--- src/rtl/booth_multiplier_fp32.sv ---
// rtl/booth_multiplier_fp32.sv - sequential FP32 multiplier, radix-4 Booth, one partial product per cycle
module booth_multiplier_fp32 #(
  parameter logic [31:0] QNAN = 32'h7FC0_0000
) (
  input  logic        clk,
  input  logic        rst,
  input  logic        start,
  input  logic [31:0] a,
  input  logic [31:0] b,
  output logic        busy,
  output logic        done,
  output logic [31:0] product
);

  // 26-bit zero-extended multiplier significand needs ceil(26/2) radix-4 digits
  localparam int ITERS = 13;

  typedef enum logic [1:0] {IDLE, ITER, NORM, DONE} state_t;

  state_t             state;
  state_t             state_nxt;
  logic [3:0]         cnt;
  logic [23:0]        mcand;
  logic [26:0]        mplier;      // {2'b00, significand, m[-1]=0}
  logic signed [49:0] acc;
  logic signed [9:0]  exp_sum;     // ea + eb - 127
  logic               sign;
  logic               special;
  logic [31:0]        special_val;

  // operand classification at the accepting edge
  logic        a_zero, a_inf, a_nan, b_zero, b_inf, b_nan, op_sign;
  logic        special_nxt;
  logic [31:0] special_val_nxt;

  // Booth recoding and partial product
  logic [2:0]         triplet;
  logic [4:0]         shamt;
  logic signed [49:0] mcand_ext;
  logic signed [49:0] pp_sel;
  logic signed [49:0] pp_shift;

  // normalise / round / pack
  logic [47:0]        p;
  logic               p_hi;
  logic [22:0]        mant_raw;
  logic               guard;
  logic               sticky;
  logic               round_up;
  logic [23:0]        mant_sum;
  logic [22:0]        mant_fin;
  logic signed [9:0]  exp_n;
  logic [31:0]        norm_result;

  // classify operands; subnormals are flushed to zero, specials bypass the datapath
  always_comb begin
    a_zero          = (a[30:23] == 8'd0);
    b_zero          = (b[30:23] == 8'd0);
    a_inf           = (a[30:23] == 8'hFF) && (a[22:0] == 23'd0);
    b_inf           = (b[30:23] == 8'hFF) && (b[22:0] == 23'd0);
    a_nan           = (a[30:23] == 8'hFF) && (a[22:0] != 23'd0);
    b_nan           = (b[30:23] == 8'hFF) && (b[22:0] != 23'd0);
    op_sign         = a[31] ^ b[31];
    special_nxt     = 1'b1;
    special_val_nxt = QNAN;
    if (a_nan || b_nan) begin
      special_val_nxt = QNAN;
    end else if ((a_inf && b_zero) || (b_inf && a_zero)) begin
      special_val_nxt = QNAN;
    end else if (a_inf || b_inf) begin
      special_val_nxt = {op_sign, 8'hFF, 23'd0};
    end else if (a_zero || b_zero) begin
      special_val_nxt = {op_sign, 31'd0};
    end else begin
      special_nxt     = 1'b0;
    end
  end

  // recode {m[2i+1], m[2i], m[2i-1]} into a digit in {-2..+2} and weight it by 4^i
  always_comb begin
    shamt     = {cnt, 1'b0};
    triplet   = mplier[shamt +: 3];
    mcand_ext = $signed({26'd0, mcand});
    pp_sel    = '0;
    case (triplet)
      3'b001, 3'b010: pp_sel = mcand_ext;
      3'b011:         pp_sel = mcand_ext <<< 1;
      3'b100:         pp_sel = -(mcand_ext <<< 1);
      3'b101, 3'b110: pp_sel = -mcand_ext;
      default:        pp_sel = '0;
    endcase
    pp_shift  = pp_sel <<< shamt;
  end

  // significand product in [1,4): pick the window, round to nearest even, range-check the exponent
  always_comb begin
    p    = acc[47:0];
    p_hi = p[47];
    if (p_hi) begin
      mant_raw = p[46:24];
      guard    = p[23];
      sticky   = |p[22:0];
    end else begin
      mant_raw = p[45:23];
      guard    = p[22];
      sticky   = |p[21:0];
    end
    round_up = guard & (sticky | mant_raw[0]);
    mant_sum = {1'b0, mant_raw} + {23'd0, round_up};
    mant_fin = mant_sum[23] ? 23'd0 : mant_sum[22:0];
    exp_n    = exp_sum + $signed({9'd0, p_hi}) + $signed({9'd0, mant_sum[23]});
    if (special) begin
      norm_result = special_val;
    end else if (exp_n >= 10'sd255) begin
      norm_result = {sign, 8'hFF, 23'd0};
    end else if (exp_n <= 10'sd0) begin
      norm_result = {sign, 31'd0};
    end else begin
      norm_result = {sign, exp_n[7:0], mant_fin};
    end
  end

  // state register
  always_ff @(posedge clk or negedge rst) begin
    if (!rst) state <= IDLE;
    else      state <= state_nxt;
  end

  // next-state and status outputs; start is only honoured in IDLE
  always_comb begin
    state_nxt = state;
    busy      = (state != IDLE);
    done      = (state == DONE);
    case (state)
      IDLE: if (start) state_nxt = ITER;
      ITER: if (cnt == 4'(ITERS - 1)) state_nxt = NORM;
      NORM: state_nxt = DONE;
      DONE: state_nxt = IDLE;
      default: state_nxt = IDLE;
    endcase
  end

  // datapath: capture operands, accumulate partial products, register the packed result
  always_ff @(posedge clk or negedge rst) begin
    if (!rst) begin
      cnt         <= '0;
      mcand       <= '0;
      mplier      <= '0;
      acc         <= '0;
      exp_sum     <= '0;
      sign        <= 1'b0;
      special     <= 1'b0;
      special_val <= '0;
      product     <= '0;
    end else begin
      case (state)
        IDLE: if (start) begin
          mcand       <= {1'b1, a[22:0]};
          mplier      <= {2'b00, 1'b1, b[22:0], 1'b0};
          acc         <= '0;
          cnt         <= '0;
          sign        <= op_sign;
          exp_sum     <= $signed({2'b00, a[30:23]}) + $signed({2'b00, b[30:23]}) - 10'sd127;
          special     <= special_nxt;
          special_val <= special_val_nxt;
        end
        ITER: begin
          acc <= acc + pp_shift;
          cnt <= cnt + 4'd1;
        end
        NORM: product <= norm_result;
        default: ;
      endcase
    end
  end

endmodule

--- config.mk ---
export PLATFORM = sky130hd
export DESIGN_NAME = booth_multiplier_fp32
export DESIGN_NICKNAME = d
export VERILOG_FILES = /design/src/rtl/booth_multiplier_fp32.sv
export SDC_FILE = /design/constraint.sdc
export NUM_CORES = 1
export LEC_CHECK = 0
export ABC_AREA = 0
export CAP_MARGIN = 20
export CORE_AREA = 2 2 141 177
export CTS_CLUSTER_SIZE = 30
export DETAILED_ROUTE_END_ITERATION = 6
export DIE_AREA = 0 0 143 179
export HOLD_SLACK_MARGIN = 0.08
export PLACE_DENSITY = 0.78
export SLEW_MARGIN = 20
export SYNTH_ARGS = -nofsm -noshare
export SYNTH_HDL_FRONTEND = slang
export SYNTH_SLANG_ARGS = --single-unit
--- constraint.sdc ---
create_clock -name clk -period 6.2 [get_ports clk]
set_input_delay 1.24 -clock clk [delete_from_list [all_inputs] [get_ports clk]]
set_output_delay 1.24 -clock clk [all_outputs]
set_load 0.01 [all_outputs]
# Word-level counts from Yosys, hierarchy flattened
# Index checks and enable logic that the tools add are counted.
[op_classes]
multipliers = 0
order_cmp = 2
add_sub_neg = 9
n_bitwise = 3
n_mux = 23
n_div = 0
n_reduce_logical = 26
n_eq_ne = 14
shift = 2
[ops]
columns = ["op", "n"]
rows = [
  ["$pmux 50 s4", 1],
  ["$mux 32", 5],
  ["$pmux 50 s2", 1],
  ["$mux 31", 2],
  ["$add 50x50->50", 1],
  ["$mux 50", 1],
  ["$neg 24->50", 1],
  ["$neg 25->50", 1],
  ["$sshl 50x5->50", 1],
  ["$logic_not 23->1", 2],
  ["$mux 23", 2],
  ["$reduce_bool 23->1", 2],
  ["$shiftx 27x6->3", 1],
  ["$add 23x1->24", 1],
  ["$reduce_or 23->1", 1],
  ["$reduce_or 22->1", 1],
  ["$add 10x2->10", 2],
  ["$eq 8x8->1 const B", 2],
  ["$logic_not 8->1", 2],
  ["$ge 10x9->1 const B", 1],
  ["$le 10x1->1 const B", 1],
  ["$sub 9x7->10 const B", 1],
  ["$add 8x8->9", 1],
  ["$eq 3x3->1 const B", 3],
  ["21 further kinds", 42],
]
[word_totals]
ff_bits = 180
mem_count = 0
ram_bits = 0
inputBits = 67
out_inout_bits = 34
word_cells = 89
latch_bits = 0
mem_bits_ro = 0

# Logic depth before layout (Yosys ltp)
[logic_depth]
word_depth = 10
depth_mapped = 28
depth_no_buf = 25

# Worst setup path after synthesis
# No wires, ideal clock.
[synth_timing]
kind = "reg-to-reg"
start = "register cnt[0]"
end = "register acc[45]"
period_less_slack_ps = 5871
arrival_time_ps = 5742
stages_incl_launch_ff = 25
path_slack_ps = 329
t_required_ps = 6071
setup_time_ps = 129
cell_sequence = "dfrtp_1 > buf_6 > mux4_2 > mux4_2 > xnor2_2 > buf_6 > a22o_1 > a222oi_1 > mux2i_1 > mux2_2 > mux2i_1 > a21oi_1 > ha_1 > clkbuf_1 > a21o_1 > a21o_1 > a221o_1 > a221o_1 > a21o_1 > o2bb2ai_1 > a311o_1 > a221o_1 > a21oi_1 > xor2_1 > o21ai_1"
[synth_between]
elab_chain_cells = 7
[synth_lines]
columns = ["element", "line", "text"]
rows = [
  ["start, declared", "22", "logic [3:0] cnt;"],
  ["start signal, assigned", "169", "cnt <= cnt + 4'd1;"],
  ["$shiftx 27x6->3", "82", "triplet = mplier[shamt +: 3];"],
  ["$eq 3x3->1, or another cell as far along", "85", "case (triplet)"],
  ["$reduce_or 2->1", "85", ""],
  ["$pmux 50 s4", "85", ""],
  ["$sshl 50x5->50 *", "92", "pp_shift = pp_sel <<< shamt;"],
  ["$add 50x50->50 *", "168", "acc <= acc + pp_shift;"],
  ["$pmux 50 s2 *", "156", "case (state)"],
  ["end signal, assigned", "168", ""],
  ["end, declared", "25", "logic signed [49:0] acc;"],
]
# Every way passes the cells marked *; elsewhere a longest branch is shown, timed or not.
# A chain may end at the register's enable or synchronous reset.

# Worst setup path after layout
[layout_timing]
start = "register cnt[0]"
end = "register acc[47]"
# The elaborated chain is that of the path after synthesis.

==> out/metrics.sh <==
CRITICAL_PATH.STARTPOINT_TYPE='flop'
GRT_START_MAX_NET_PINS=83
ANTENNA_DIODE_INSTANCE_COUNT=0
DETAIL_ROUTE.WL_PER_CELL_UM=19.1
POSTSYNTH.ASYNCRESETSHARE_PCT=100
YOSYS_REGISTER_BITS=148
POSTROUTEANTENNANETS=0
FINAL_CORE_UTIL_PCT=71.4
SLEW_HEADROOM_PCT=36.5
CRITPATHARRIVALTIME_PS=6440
DESIGN.CORE.AREA_UM2=24100
CLKLATENCYLATEPIN_PS=460
ROUTED_LENGTH_ON_MET2_MM=21.4
NETS=1976
MAXCLOCKFREQUENCY_MHz=165
DESIGN.DIE.AREA_UM2=25600
ACTUAL_SLEW_AT_THE_WORST_MAX_SLEW_PIN_PS=953
DR_WL_MET3_MM=2.22
SYNTH-EDFF-COUNT=0
TOP_SIGNAL_LAYER_USED='met4'
DR.FIRST_ITER.DRC_COUNT=929
FLOORPLAN.ROWS=64
LAYOUT_COMMON_CELLS='240 x buf_4, 168 x nand2_1, 145 x dfrtp_1, 126 x o21ai_0, 99 x clkdlybuf4s50_1'
HOLD_END='special_val[31]'
NETLIST.AREA_LEADER.SHARE_PCT=28.6
R2R_SLACK_PS=150
FINISH.CELL_COUNT_WITHOUT_FILLERS=2176
TIMING_HOLD_VIOLATIONS_FINAL=0
DIE_HEIGHT_UM=179
CLK_PATH_BUF_DEPTH=2
EFFECTIVE_UTILIZATION_AT_FLOORPLAN_PCT=53.7
LAYOUT-AREA-OVERHEAD-VS-SYNTH_PCT=33.0
MIN_DELAY_PATH_DEPTH=2
CTSHOLDBUFFERS=0
SYNTH_TOP_FLOP_CELL='dfrtp_1'
YOSYS.CELL_TYPES.COUNT=89
DP_HPWL_MM=29.7
FINAL_GP_CONGESTION=1.01
FINAL-SETUP-VIOL-COUNT=0
POST-ROUTE-PERIOD-UTIL_PCT=97.6
PORT-BUFFER-COUNT=100
ANTENNA_FOUND_INITIAL=0
MIN_PERIOD_PS=6050
R2R-END='acc[47]'
DRT_PASS1_ITERATIONS=5
R2R_START='cnt[0]'
GLOBAL_ROUTE.USAGE.TOTAL_PCT=31.5
MOSTFREQUENTLAYOUTCELL='buf_4'
FILLERINSTANCES=1795
CLOCK-ROOT-BUFFER='clkbuf_16'
STATUS='complete, no violations'
SYN_INST=1545
NETLIST_TOP_CELLS_AREA='dfrtp_1 29%, ha_1 7.1%, o21ai_0 5.1%'
SYNTH_SEQUENTIAL_AREA_RATIO_PCT=28.6
GLOBAL_ROUTE_WIRE_LENGTH_BEFORE_REPAIR_MM=64.0
VIAS_PER_CELL=6.15
VIAS=13400
GLOBALROUTEOVERFLOWTOTAL=0
FLOORPLAN.DIE.WIDTH_UM=143
SYN-NUM-NETS=1688
NUM_CLOCK_SINKS=148
TIMING.FINAL.MAX_SLEW_VIOLATIONS=0
NUMCTSBUFFERS=17
WORST-PATH-MAX-FANOUT=5
SYNTH.CELL_AREA_UM2=12900
CRIT_PATH_END_KIND='flop'
DESIGN.PORTCOUNT=101
GRT_PASS1_VIAS=12700
SYNTH_AREA_PER_CELL_UM2=8.37
CRITPATHKIND='flop to flop'
FIN_SKEW_PS=21.0
POST-PLACE-CELLS=2107
DRT-MET1-WL_MM=16.2
RSZ0062_AT_GRT='true'
WORSTHOLDPATHTYPE='flop to flop'
WORSTHOLDSTART='special_val[31]'
SYNTH_TOP_CELL_BY_AREA='dfrtp_1'
PATH_CLK_SLEW_PS=80
CP_DATA_REQUIRED_TIME_PS=6580
MAX_CAP_VIOLATIONS=0
HTREE_NUM_LEVELS=4
SYNTHESIS.YOSYS.WARNINGS=0
R2R_CELLS=27
DRIVE_GT1_SHARE_PCT=25.8
TRITONCTS_CLOCK_TREE='yes'
FINALWIRELENGTH_MM=41.6
ROUTE.DETAILED.DRC=0
how the worst max path moves through the flow:
stage	startpoint	cells after the start	slack, ps	endpoint
after global placement	cnt[0]	27	-70	acc[47]
after detailed placement	cnt[0]	27	-220	acc[47]
after CTS	cnt[0]	24	-7	acc[47]
after global routing	cnt[0]	29	-130	acc[47]
final	cnt[0]	27	150	acc[47]
after floorplan	cnt[0]	24	330	acc[45]
cell families after synthesis:
family / share of synthesized area, %
flops: 28.6
simple gates: 17.7
mux: 10.1
xor+xnor: 7.29
buf+inv: 5.15
compound gates: 23.6
fa+ha+maj: 7.53
worst max-delay path, cell delays in order (launching register included):
cell and delay [ps]:
dfrtp_2 480, buf_6 150, mux4_2 380, nor2_4 50
o41a_4 540, buf_6 160, xnor2_4 250, buf_6 160
a21oi_1 50, a221oi_2 180, buf_4 170, mux2i_2 70
mux2_4 310, buf_4 140, a21oi_2 220, o21ai_2 80
ha_1 330, a21o_1 190, a221o_1 320, a221o_1 300
a21o_1 170, o2bb2ai_1 120, a311o_1 300, buf_4 160
a31oi_4 150, xor2_1 90, or3_1 340, o21ai_1 80
per-stage QoR:
step,hold slack [ps],setup TNS [ps],worst slack (ps),cell area [um2]
after floorplan,449,0,329,12900
after global placement,462,-107,-65.9,15600
after detailed placement,479,-473,-220,15600
after CTS,495,-7.13,-7.13,16400
after global routing,531,-536,-135,17200
final,493,0,146,17200
repair_timing:
action	in CTS	in global routing
gates resized for setup	23	108
setup endpoints to repair	8	14
cloned	0	3
pin swaps	5	32
setup buffers	3	32
final cells by class:
cell class / instances / area, um2 / area share (%)
repair buffers: 359 / 3080 / 17.9
inverters: 66 / 248 / 1.44
well taps: 330 / 413 / 2.40
multi-input cells: 1241 / 9130 / 53.0
clock inverters: 15 / 206 / 1.20
clock buffers: 17 / 425 / 2.47
flip-flops and latches: 148 / 3710 / 21.5
routing by layer:
metal,up-vias,global-route usage (%)
met1,6460,38.0
met4,0,13.9
met2,545,55.5
li1,6238,-
met5,-,0
met3,133,4.38
flip-flops by register name, summed over array words and instances (netlist names):
name         flops
state            2
special_val      3
mcand           24
exp_sum         10
special          1
product         32
cnt              4
acc             48
sign             1
mplier          23
cells in the mapped netlist, drive strengths merged (4+ instances only):
cell	n
mux2i	44
nand2b	14
nor2b	24
a22o	5
nand3	43
and3	10
nor4	25
a211oi	21
a21boi	5
xnor2	64
xor2	42
o221ai	8
o41ai	8
o21ai	152
a221oi	19
a211o	4
nor3	39
inv	66
o2111ai	8
o21a	16
a31oi	12
nor2	103
mux4	9
or3	11
clkbuf	64
and2	7
a21o	36
nand2	170
o22ai	14
dfrtp	148
o21bai	7
ha	73
mux2	59
o31ai	6
a21oi	100
a221o	6
buf	27
or2	5
nand4	21
Power is left out: the tool's default activity adds up to more than one toggle a clock period on the data nets, which glitch-free logic cannot reach.
